**src/rtl/mac_learn_ctrl.sv**
```systemverilog
`default_nettype none
// ============================================================================
// Module   : mac_learn_ctrl
// Brief    : L2 MAC learn/lookup controller that owns the CAM write and
//            compare ports. Aging sweep is built only with MAC_LEARN_AGING_EN.
// Revision : 1.0
// ============================================================================
module mac_learn_ctrl #(
    parameter int ADDR_WIDTH        = 5,
    parameter int PORT_WIDTH        = 2,
    parameter int CAM_MATCH_LATENCY = 1,
    parameter int AGE_PERIOD        = 50000000
) (
    input  logic                  clk,
    input  logic                  rst,
    input  logic [47:0]           learn_mac,
    input  logic [PORT_WIDTH-1:0] learn_port,
    input  logic                  learn_valid,
    output logic                  learn_ready,
    input  logic [47:0]           lookup_mac,
    input  logic                  lookup_valid,
    output logic                  lookup_ready,
    output logic                  resp_valid,
    output logic                  resp_hit,
    output logic [PORT_WIDTH-1:0] resp_port,
    output logic [ADDR_WIDTH-1:0] cam_write_addr,
    output logic [47:0]           cam_write_data,
    output logic                  cam_write_delete,
    output logic                  cam_write_enable,
    input  logic                  cam_write_busy,
    output logic [47:0]           cam_compare_data,
    input  logic                  cam_match,
    input  logic [ADDR_WIDTH-1:0] cam_match_addr
);
    localparam int DEPTH  = 2 ** ADDR_WIDTH;
    localparam int CNT_W  = (CAM_MATCH_LATENCY > 1) ? $clog2(CAM_MATCH_LATENCY) : 1;
    localparam int IG_BIT = 40;

    localparam logic [2:0] S_IDLE      = 3'd0;
    localparam logic [2:0] S_CMP       = 3'd1;
    localparam logic [2:0] S_DECIDE    = 3'd2;
    localparam logic [2:0] S_WRITE     = 3'd3;
    localparam logic [2:0] S_WAIT_BUSY = 3'd4;
    localparam logic [2:0] S_AGE       = 3'd5;

    localparam logic [1:0] OP_LOOKUP = 2'd0;
    localparam logic [1:0] OP_LEARN  = 2'd1;
`ifdef MAC_LEARN_AGING_EN
    localparam logic [1:0] OP_AGE    = 2'd2;
`endif

    logic [2:0]            state_q, state_d;
    logic [1:0]            op_q, op_d;
    logic [CNT_W-1:0]      cnt_q, cnt_d;
    logic                  ready_q, ready_d;
    logic                  resp_valid_q, resp_valid_d;
    logic                  resp_hit_q, resp_hit_d;
    logic [PORT_WIDTH-1:0] resp_port_q, resp_port_d;
    logic [47:0]           cmp_data_q, cmp_data_d;
    logic [PORT_WIDTH-1:0] learn_port_q, learn_port_d;
    logic [ADDR_WIDTH-1:0] wr_addr_q, wr_addr_d;
    logic [47:0]           wr_data_q, wr_data_d;
    logic                  wr_delete_q, wr_delete_d;
    logic [DEPTH-1:0]      valid_q, valid_d;
    logic [PORT_WIDTH-1:0] port_mem_q [DEPTH];
    logic [PORT_WIDTH-1:0] port_mem_d [DEPTH];
    logic [ADDR_WIDTH-1:0] rr_q, rr_d;
    logic [ADDR_WIDTH-1:0] free_addr;
`ifdef MAC_LEARN_AGING_EN
    logic [DEPTH-1:0]      hit_q, hit_d;
    logic [31:0]           age_cnt_q, age_cnt_d;
    logic                  age_active_q, age_active_d;
    logic [ADDR_WIDTH-1:0] age_addr_q, age_addr_d;
`endif

    // Lowest free slot: scanning downward lets the lowest index win.
    always_comb begin
        free_addr = '0;
        for (int i = DEPTH - 1; i >= 0; i--) begin
            if (!valid_q[i]) free_addr = ADDR_WIDTH'(i);
        end
    end

    always_comb begin
        state_d      = state_q;
        op_d         = op_q;
        cnt_d        = cnt_q;
        cmp_data_d   = cmp_data_q;
        learn_port_d = learn_port_q;
        wr_addr_d    = wr_addr_q;
        wr_data_d    = wr_data_q;
        wr_delete_d  = wr_delete_q;
        valid_d      = valid_q;
        port_mem_d   = port_mem_q;
        rr_d         = rr_q;
        resp_valid_d = 1'b0;
        resp_hit_d   = 1'b0;
        resp_port_d  = '0;
`ifdef MAC_LEARN_AGING_EN
        hit_d        = hit_q;
        age_addr_d   = age_addr_q;
        age_active_d = age_active_q;
`endif
        case (state_q)
            S_IDLE: begin
                if (ready_q && lookup_valid) begin
                    op_d       = OP_LOOKUP;
                    cmp_data_d = lookup_mac;
                    cnt_d      = '0;
                    state_d    = S_CMP;
                end else if (ready_q && learn_valid) begin
                    op_d         = OP_LEARN;
                    cmp_data_d   = learn_mac;
                    learn_port_d = learn_port;
                    cnt_d        = '0;
                    state_d      = S_CMP;
                end
`ifdef MAC_LEARN_AGING_EN
                else if (ready_q && age_active_q) begin
                    state_d = S_AGE;
                end
`endif
            end
            S_CMP: begin
                if (cnt_q == CNT_W'(CAM_MATCH_LATENCY - 1)) state_d = S_DECIDE;
                else cnt_d = cnt_q + 1'b1;
            end
            S_DECIDE: begin
                state_d = S_IDLE;
                if (op_q == OP_LOOKUP) begin
                    resp_valid_d = 1'b1;
                    resp_hit_d   = cam_match;
                    resp_port_d  = cam_match ? port_mem_q[cam_match_addr] : '0;
                end else if (cmp_data_q[IG_BIT]) begin
                    state_d = S_IDLE;
                end else if (cam_match) begin
                    port_mem_d[cam_match_addr] = learn_port_q;
`ifdef MAC_LEARN_AGING_EN
                    hit_d[cam_match_addr] = 1'b1;
`endif
                end else begin
                    wr_data_d   = cmp_data_q;
                    wr_delete_d = 1'b0;
                    if (&valid_q) begin
                        wr_addr_d = rr_q;
                        rr_d      = rr_q + 1'b1;
                    end else begin
                        wr_addr_d = free_addr;
                    end
                    state_d = S_WRITE;
                end
            end
            S_WRITE: state_d = S_WAIT_BUSY;
            S_WAIT_BUSY: begin
                if (!cam_write_busy) begin
                    state_d = S_IDLE;
`ifdef MAC_LEARN_AGING_EN
                    if (op_q == OP_AGE) begin
                        valid_d[wr_addr_q] = 1'b0;
                        hit_d[wr_addr_q]   = 1'b0;
                        age_addr_d         = age_addr_q + 1'b1;
                        if (&age_addr_q) age_active_d = 1'b0;
                    end else begin
                        hit_d[wr_addr_q] = 1'b1;
`else
                    begin
`endif
                        valid_d[wr_addr_q]    = 1'b1;
                        port_mem_d[wr_addr_q] = learn_port_q;
                    end
                end
            end
`ifdef MAC_LEARN_AGING_EN
            S_AGE: begin
                if (valid_q[age_addr_q] && !hit_q[age_addr_q]) begin
                    op_d        = OP_AGE;
                    wr_addr_d   = age_addr_q;
                    wr_data_d   = '0;
                    wr_delete_d = 1'b1;
                    state_d     = S_WRITE;
                end else begin
                    hit_d[age_addr_q] = 1'b0;
                    age_addr_d        = age_addr_q + 1'b1;
                    if (&age_addr_q) age_active_d = 1'b0;
                    state_d = S_IDLE;
                end
            end
`endif
            default: state_d = S_IDLE;
        endcase
`ifdef MAC_LEARN_AGING_EN
        // Period tick last so a new sweep request is never lost to a sweep end.
        age_cnt_d = age_cnt_q + 32'd1;
        if (age_cnt_q == 32'(AGE_PERIOD - 1)) begin
            age_cnt_d    = '0;
            age_active_d = 1'b1;
        end
`endif
        // Ready is a flop: it rises one cycle after the FSM settles in IDLE.
        ready_d = (state_q == S_IDLE) && (state_d == S_IDLE);
    end

    always_ff @(posedge clk or posedge rst) begin
        if (rst) begin
            state_q      <= S_IDLE;
            op_q         <= OP_LOOKUP;
            cnt_q        <= '0;
            ready_q      <= 1'b0;
            resp_valid_q <= 1'b0;
            resp_hit_q   <= 1'b0;
            resp_port_q  <= '0;
            cmp_data_q   <= '0;
            learn_port_q <= '0;
            wr_addr_q    <= '0;
            wr_data_q    <= '0;
            wr_delete_q  <= 1'b0;
            valid_q      <= '0;
            port_mem_q   <= '{default: '0};
            rr_q         <= '0;
        end else begin
            state_q      <= state_d;
            op_q         <= op_d;
            cnt_q        <= cnt_d;
            ready_q      <= ready_d;
            resp_valid_q <= resp_valid_d;
            resp_hit_q   <= resp_hit_d;
            resp_port_q  <= resp_port_d;
            cmp_data_q   <= cmp_data_d;
            learn_port_q <= learn_port_d;
            wr_addr_q    <= wr_addr_d;
            wr_data_q    <= wr_data_d;
            wr_delete_q  <= wr_delete_d;
            valid_q      <= valid_d;
            port_mem_q   <= port_mem_d;
            rr_q         <= rr_d;
        end
    end

`ifdef MAC_LEARN_AGING_EN
    always_ff @(posedge clk or posedge rst) begin
        if (rst) begin
            hit_q        <= '0;
            age_cnt_q    <= '0;
            age_active_q <= 1'b0;
            age_addr_q   <= '0;
        end else begin
            hit_q        <= hit_d;
            age_cnt_q    <= age_cnt_d;
            age_active_q <= age_active_d;
            age_addr_q   <= age_addr_d;
        end
    end
`endif

    assign learn_ready      = ready_q;
    assign lookup_ready     = ready_q;
    assign resp_valid       = resp_valid_q;
    assign resp_hit         = resp_hit_q;
    assign resp_port        = resp_port_q;
    assign cam_compare_data = cmp_data_q;
    assign cam_write_addr   = wr_addr_q;
    assign cam_write_data   = wr_data_q;
    assign cam_write_enable = (state_q == S_WRITE);
    assign cam_write_delete = (state_q == S_WRITE) && wr_delete_q;

endmodule
`default_nettype wire

```
**config.mk**
```make
export PLATFORM = sky130hd
export DESIGN_NAME = mac_learn_ctrl
export DESIGN_NICKNAME = d
export VERILOG_FILES = /design/src/rtl/mac_learn_ctrl.sv
export SDC_FILE = /design/constraint.sdc
export NUM_CORES = 1
export LEC_CHECK = 0
export CAP_MARGIN = 15
export CORE_AREA = 2 2 143 145
export CTS_CLUSTER_SIZE = 25
export DETAILED_ROUTE_END_ITERATION = 8
export DIE_AREA = 0 0 145 147
export PLACE_DENSITY = 0.78
export SLEW_MARGIN = 30
export SYNTH_ARGS = -nofsm -noshare
export SYNTH_HDL_FRONTEND = slang
export SYNTH_SLANG_ARGS = --single-unit
```
**constraint.sdc**
```tcl
create_clock -name clk -period 11.11 [get_ports clk]
set_clock_uncertainty 0.1 [all_clocks]
set_input_delay 2.7775 -clock clk [delete_from_list [all_inputs] [get_ports clk]]
set_output_delay 2.7775 -clock clk [all_outputs]
set_load 0.05 [all_outputs]
```
# After elaboration in Yosys (flattened, before gate mapping)
# Cells that the tools add are included.
classes:
  n_eq_ne: 9
  bitwise_logic: 8
  n_reduce_logical: 20
  order_cmp: 6
  add_sub_neg: 2
  n_mux: 72
ops:
  columns: ["op", "n"]
  rows:
  - ["$mux W64", 4]
  - ["$mux W5", 33]
  - ["$bwmux W64", 2]
  - ["$pmux W64 S2", 1]
  - ["$mux W48", 2]
  - ["$reduce_and A36 Y1", 1]
  - ["$or A32 B32 Y32", 1]
  - ["$reduce_and A32 Y1", 1]
  - ["$mux W2", 12]
  - ["$demux W2 S5", 2]
  - ["$pmux W3 S5", 1]
  - ["$ge A6 B6 Y1 const B", 2]
  - ["$lt A6 B1 Y1 const B", 2]
  - ["$mux W3", 4]
  - ["$not A5 Y6", 2]
  - ["$bmux W2 S5", 1]
  - ["$mux W1", 8]
  - ["$ne A2 B2 Y1 const B", 4]
  - ["$eq A3 B2 Y1 const B", 2]
  - ["$logic_and A1 B1 Y1", 6]
  - ["$logic_not A3 Y1", 2]
  - ["$lt A5 B6 Y1 const B", 1]
  - ["$reduce_and A2 Y1", 3]
  - ["$reduce_bool A2 Y1", 3]
  - ["other kinds (13)", 17]
totals:
  ff_bits: 214
  output_inout_bits: 109
  inputBits: 109
  elab_cells: 162

# Logic depth before layout (Yosys ltp)
# Gate-level depths: netlist (run 1).
depth:
  word_depth: 33
  mapped_depth: 8
  mapped_depth_nobuf: 6

# Least setup slack after synthesis (run 1)
# No wires, ideal clock.
synth_timing:
  kind: "input to register"
  start: "input port cam_match_addr[4]"
  end: "register port_mem_q[30] (netlist bit)"
  path_buffers: 1
  required_ps: 10882
  stages: 6
  path_slack_ps: 6751
  setup_time_ps: 128
  arrival_time_ps: 4131
  cell_sequence: "buf_2 or3b_2 nor2_1 a22oi_1 nor2_2 mux2_1"
synth_via:
  elab_chain_len: 10
  word_cells_on_any_way: 11
  classes_between: "2 x order compare; 7 x mux; 1 x bitwise; 1 x reduce/logical"
synth_lines:
  columns: ["item", "line_no", "text"]
  rows:
  - ["from (decl)", "33", "input logic [ADDR_WIDTH-1:0] cam_match_addr"]
  - ["$not A5 Y6 (implied by the code) (*)", "137", "port_mem_d[cam_match_addr] = learn_port_q;"]
  - ["$ge A6 B6 Y1 (implied by the code) / $lt A6 B1 Y1 (equally long branches)", "137", null]
  - ["$logic_and A1 B1 Y1 (implied by the code)", "137", null]
  - ["$mux W2 (implied by the code)", "137", null]
  - ["$demux W2 S5 (*)", "137", null]
  - ["$bwmux W64 (*)", "137", null]
  - ["$mux W64 (*)", "136", "end else if (cam_match) begin"]
  - ["$mux W64 (*)", "134", "end else if (cmp_data_q[IG_BIT]) begin"]
  - ["$mux W64 (*)", "130", "if (op_q == OP_LOOKUP) begin"]
  - ["$pmux W64 S2 (*)", "104", "case (state_q)"]
  - ["to (signal assigned)", "234", "port_mem_q <= port_mem_d;"]
  - ["to (decl)", "65", "logic [PORT_WIDTH-1:0] port_mem_q [DEPTH];"]
# Mark *: on every way between the ends. The rest lies on a longest branch, timed or not. The select of a mux whose other input is x is not followed.
# A chain may end at the register's enable or synchronous reset.

# Worst setup path in the final report (run 1)
layout_timing:
  start: "input port cam_match_addr[1]"
  end: "register port_mem_q[51] (netlist bit)"
# Same word-level chain as after synthesis.

==> results.cfg, run 1 <==
[sta]
tightestPinTransition_ps = 984
slew_viol_final = 0
setup_viol = 0
final.setup.tns_ps = 0
max_slew_margin_pct = 34.1
rsz0062_at_grt = no
period_share_pct = 45.7
holdWs_ps = 384
hold_viol_final = 0
fmaxAchievable_mhz = 197
period_minus_slack_ps = 5080

[critical_path]
crit_chain = clkdlybuf4s50_1 > nor2b_1 > a22oi_1 > nor2_2 > mux2_2
critPathSlowestCell = clkdlybuf4s50_1
worst_setup_path_end_kind = flop
critPathMaxStageDelay_ps = 1100
r2r_setup_slack_ps = 8630
start_kind = primary input
cp_max_fo = 20
required_ps = 11400
arrival_ps = 5370
path_class = primary input to flop

[power_and_ir_drop]
p_int_w = 0.00199
p_sw_w = 0.00150
power_frac_comb_pct = 43.0
powerDensity_nw_per_um2 = 269
pwr-share-seq_pct = 34.4
leakagePower_nw = 5.89
swShare_pct = 42.9
ir_drop_uv = 213
clockPowerShare_pct = 22.6

[layout]
drive_gt1_share_pct = 20.4
seq_area_sq_um = 5310
syn2layout_area_growth_pct = 31.7
instances_no_fill = 1311
n_fill_cell = 1519
finalNetCount = 1134
stdcell_area_sq_um = 13000
multi_input_area_sq_um = 4250

[drt]
post_drt_wl_per_cell_um = 19.7
drc_errors = 0
drtIter0Drc = 616
vias = 7412
firstDrtPassIters = 5
totalWireLength_um = 25900
viasPerCell = 5.65
ant_nets = 0

[logic_synthesis]
syn_area_sq_um = 9860
synth.most_common_cell = dfrtp_1
synth_common_cells = dfrtp_1 (212), mux2_2 (107), nor2_1 (66), a21oi_1 (59), mux2i_1 (48)
ys_seq_elements = 212
ys_types = 53
synthTopCellsByArea = dfrtp_1 (54%), mux2_2 (12%), mux2i_1 (4.9%), mux4_2 (3.7%), a21oi_1 (3.0%)
syn_area_per_cell_sq_um = 11.9
ys.flop_type = dfrtp_1
synthCells = 828
seq_area_frac_synth_pct = 53.8
synth_top_area_cell = dfrtp_1
synth_warnings = 0
synthArstFlopShare_pct = 100
synth_edf_count = 0
netlist.area_leader.share_pct = 53.8

[floorplan]
start_util_pct = 49.7
dieArea_sq_um = 21300
fp.dieW_um = 145
io_pins = 218
row_count = 52
fp.dieH_um = 147
coreArea_sq_um = 19800

[placed_design]
gp_congestion = 0.852
dp_cells = 1267
io_buffers = 215
dpl_cell_area_sq_um = 12200
hpwl_um = 17500

[outcome]
status = finished clean

[global_routing]
antenna_found_initial = 1
overflow = 0
grt_max_degree = 132
grt_pass1_vias = 7509
grt_pass1_wl_um = 41700
grt_util_all_layers_pct = 24.3

[cts]
cts.path.max_buffers = 3
clock-sinks = 212
cts_resized = 0
cts_inserted_buffers = 24
postCtsSetupBuffers = 0
clock-root-buffer = clkbuf_16
cts.clk_slew.worst_paths_ps = 50
htreeDepth = 1
hold_buffers = 0
cts_tree = built
clk_latency_ps = 510

[flow_run]
maxCapViolCount = 0

[worst_hold_path]
hold_class = flop to flop
[cell type report]
cell class | instances | share of cell area (%)
Inverter | 17 | 0.587
Clock buffer | 34 | 5.38
Timing Repair Buffer | 223 | 17.1
Multi-Input combinational cell | 546 | 32.7
Tap cell | 270 | 2.60
Sequential cell | 212 | 40.8
Antenna cell | 1 | 0.0193
Clock inverter | 8 | 0.713
[registers in the layout, indices dropped and copies added, names as in the netlist]
signal,cells
cam_write_addr,5
op_q,1
state_q,3
valid_q,32
rr_q,5
resp_hit,1
learn_port_q,2
resp_valid,1
cam_compare_data,48
learn_ready,1
cam_write_data,47
port_mem_q,64
resp_port,2
[layer usage]
layer / wire length, um / track usage [%] / vias to the layer above / part of all wire, %
met5: 0 / 0 / - / 0
met4: 448 / 5.64 / 0 / 1.7
met3: 2220 / 6.77 / 33 / 8.6
met2: 12700 / 40.2 / 292 / 49
met1: 10500 / 32.3 / 3724 / 41
li1: - / - / 3363 / -
[worst paths after layout]
check | from | to | cells after the start
setup / recovery | cam_match_addr[1] | port_mem_q[51] | 5
hold / removal | rr_q[4] | rr_q[4] | 1
setup reg to reg | state_q[2] | rr_q[1] | 4
hold reg to reg | rr_q[4] | rr_q[4] | 1
max in group asynchronous | rst | cam_compare_data[9] | 3
min in group asynchronous | rst | port_mem_q[24] | 2
[kinds of logic after synthesis]
family / after synthesis / synth area share [%]
buf+inv: 71 / 3.39
flops: 212 / 53.8
mux: 178 / 21.5
xor+xnor: 4 / 0.355
fa+ha+maj: 1 / 0.127
simple gates: 207 / 10.8
compound gates: 154 / 9.97
other cells: 1 / 0.0380
[power groups by stage]
stage | clock network (W) | logic (W) | registers (W)
2_1_floorplan | 0 | 0.000467 | 0.00169
3_3_place_gp | 0 | 0.00148 | 0.00120
3_5_place_dp | 0 | 0.00149 | 0.00121
4_1_cts | 0.000802 | 0.00150 | 0.00120
5_1_grt | 0.000835 | 0.00158 | 0.00123
6_report | 0.000790 | 0.00150 | 0.00120
[stage by stage]
| stage | setup WS [ps] | utilization (%) | power [W] |
|---|---|---|---|
| global placement | 5610 | 61.3 | 0.00267 |
| CTS | 6030 | 65.3 | 0.00350 |
| floorplan | 2440 | - | 0.00216 |
| detailed placement | 5570 | 61.3 | 0.00270 |
| finish | 6030 | 65.5 | 0.00349 |
| global route | 5930 | 65.5 | 0.00365 |
[critical path, delay by kind of cell]
family	cells	cell delay (ps)
AOI/OAI and AO/OA	1	230
muxes	1	350
buffers and inverters	1	1100
and+or+nand+nor	2	910
[cells in the final DEF (no fill, tap or decap), types with 5 or more instances in the layout]
| master | instances |
|---|---|
| a21oi_1 | 59 |
| mux4_2 | 16 |
| nand2_1 | 32 |
| mux2_2 | 107 |
| mux2i_1 | 48 |
| nor2_1 | 66 |
| o21bai_1 | 7 |
| a31oi_1 | 5 |
| inv_1 | 16 |
| a22oi_1 | 32 |
| o21ai_0 | 12 |
| buf_4 | 6 |
| and2_1 | 8 |
| clkdlybuf4s50_1 | 215 |
| nor3_1 | 9 |
| clkinv_2 | 5 |
| dfrtp_1 | 210 |
| nor3b_1 | 5 |
| mux2_1 | 7 |
| nand3b_1 | 5 |
| a21o_1 | 21 |
| nor2b_1 | 7 |
| clkbuf_16 | 25 |
| nand3_1 | 7 |
| clkbuf_1 | 5 |
| nand4_1 | 12 |
| nor2_2 | 30 |
No activity file was read; power rests on OpenSTA's default activity.
==> run 2, diff against run 1 <==
--- a/config.mk
+++ b/config.mk
@@ -6,11 +6,11 @@
 export NUM_CORES = 1
 export LEC_CHECK = 0
 export CAP_MARGIN = 15
-export CORE_AREA = 2 2 143 145
+export CORE_AREA = 2 2 150 152
 export CTS_CLUSTER_SIZE = 25
 export DETAILED_ROUTE_END_ITERATION = 8
-export DIE_AREA = 0 0 145 147
-export PLACE_DENSITY = 0.78
+export DIE_AREA = 0 0 152 154
+export PLACE_DENSITY = 0.75
 export SLEW_MARGIN = 30
 export SYNTH_ARGS = -nofsm -noshare
 export SYNTH_HDL_FRONTEND = slang
==> constraint.sdc (replaced) <==
create_clock -name clk -period 4.27 [get_ports clk]
set_clock_uncertainty 0.1 [all_clocks]
set_input_delay 1.0675 -clock clk [delete_from_list [all_inputs] [get_ports clk]]
set_output_delay 1.0675 -clock clk [all_outputs]
set_load 0.05 [all_outputs]
==> run 2 against run 1 <==
Flip-flop and latch count unchanged. Critical path depth shrank 2. Non-clock buffer count is 12 higher. Critical endpoint is now cam_write_enable.
==> results.cfg, run 2 (synthesis results as in run 1) <==
[sta]
setup_viol = 0
hold_viol_final = 0
final.setup.tns_ps = 0
period_share_pct = 74.8
fmaxAchievable_mhz = 313
period_minus_slack_ps = 3190
tightestPinTransition_ps = 962
slew_viol_final = 0
rsz0062_at_grt = no
max_slew_margin_pct = 35.7

[placed_design]
hpwl_um = 18400
gp_congestion = 0.885
io_buffers = 215

[global_routing]
grt_max_degree = 142
grt_pass1_vias = 7773
grt_util_all_layers_pct = 22.2
grt_pass1_wl_um = 42100
overflow = 0
antenna_found_initial = 1

[critical_path]
critPathTopFamily = buffers and inverters
cp_max_fo = 8
critPathMaxStageDelay_ps = 820
crit_chain = nand2_1 > nor2_1 > clkdlybuf4s50_1
path_class = flop to output port
required_ps = 3100
r2r_setup_slack_ps = 1810
rr_worst_depth = 6
critical_path.reg2reg.startpoint = state_q[2]
critPathSlowestCell = clkdlybuf4s50_1
critPathBufInv = 1
start_kind = flop
worstReg2RegEnd = port_mem_q[28]
worst_setup_path_end_kind = output port
arrival_ps = 2030

[cts]
cts_tree = built
clk_latency_ps = 520
cts.clk_slew.worst_paths_ps = 60
cts.path.max_buffers = 3
cts_inserted_buffers = 24
cts_resized = 0
postCtsSetupBuffers = 0
hold_buffers = 0
htreeDepth = 1
clock-sinks = 212
clock-root-buffer = clkbuf_16

[flow_run]
maxCapViolCount = 0

[power_and_ir_drop]
ir_drop_uv = 595
leakagePower_nw = 5.94
total_power_w = 0.00908
powerDensity_nw_per_um2 = 694

[floorplan]
row_count = 54
io_pins = 218
start_util_pct = 45.5
fp.dieW_um = 152
fp.dieH_um = 154
dieArea_sq_um = 23400
coreArea_sq_um = 21700

[worst_hold_path]
hold_depth = 1
hold_start = port_mem_q[62]
hold_class = flop to flop
min_to = port_mem_q[62]

[layout]
finalNetCount = 1146
top_register = port_mem_q
syn2layout_area_growth_pct = 32.6
layout_common_cells = clkdlybuf4s50_1 (215), dfrtp_1 (210), mux2_2 (107)
mostFrequentLayoutCell = clkdlybuf4s50_1
largest_register_ffs = 64
n_fill_cell = 1729
drive_gt1_share_pct = 21.1

[drt]
vias = 7371
viasPerCell = 5.53
totalWireLength_um = 26300
drc_errors = 0
post_drt_wl_per_cell_um = 19.7
firstDrtPassIters = 5
ant_nets = 0
drtIter0Drc = 530

[outcome]
status = finished clean
## run 2: worst max path at each step
stage / start / slack [ps] / to / cells past startpoint
after detailed placement: cam_match_addr[1] / 630 / port_mem_q[35] / 5
after floorplan: rst / 350 / cam_compare_data[0] / 1
after CTS: state_q[0] / 1070 / cam_write_enable / 3
final: state_q[0] / 1080 / cam_write_enable / 3
after global routing: state_q[1] / 960 / cam_write_enable / 3
after global placement: cam_match_addr[1] / 680 / port_mem_q[27] / 5
## run 2: metal layers
layer	vias up	wire length [um]	GRT usage, %
li1	3392	-	-
met1	3657	10800	28.2
met2	279	12700	37.0
met3	43	2150	6.45
met4	0	619	6.85
met5	-	0	0
## run 2: stage by stage
step / cell area [sq um] / instances / hold slack, ps / util [%] / setup WS, ps
6_report: 13100 / 1332 / 393 / 60.3 / 1080
5_1_grt: 13100 / 1332 / 417 / 60.3 / 956
4_1_cts: 13100 / 1331 / 392 / 60.3 / 1070
3_5_place_dp: 12300 / 1290 / 378 / 56.6 / 628
3_3_place_gp: 12300 / 1290 / 365 / 56.6 / 680
2_1_floorplan: 9870 / 829 / 340 / - / 346
## run 2: power breakdown
part	internal, W	total, W	switching [W]
clock	0.00126	0.00208	0.000815
sequential	0.00257	0.00309	0.000528
combinational	0.00138	0.00391	0.00254
total	0.00520	0.00908	0.00388
## run 2: area by class of cell
type	count	area [sq um]	area share (%)
inverter	17	67.6	0.517
clock buffer	31	657	5.02
clock inverter	10	136	1.04
sequential	212	5310	40.6
tap	280	350	2.68
timing repair buffer	235	2320	17.7
antenna	1	2.50	0.0191
multi-input combinational	546	4240	32.4
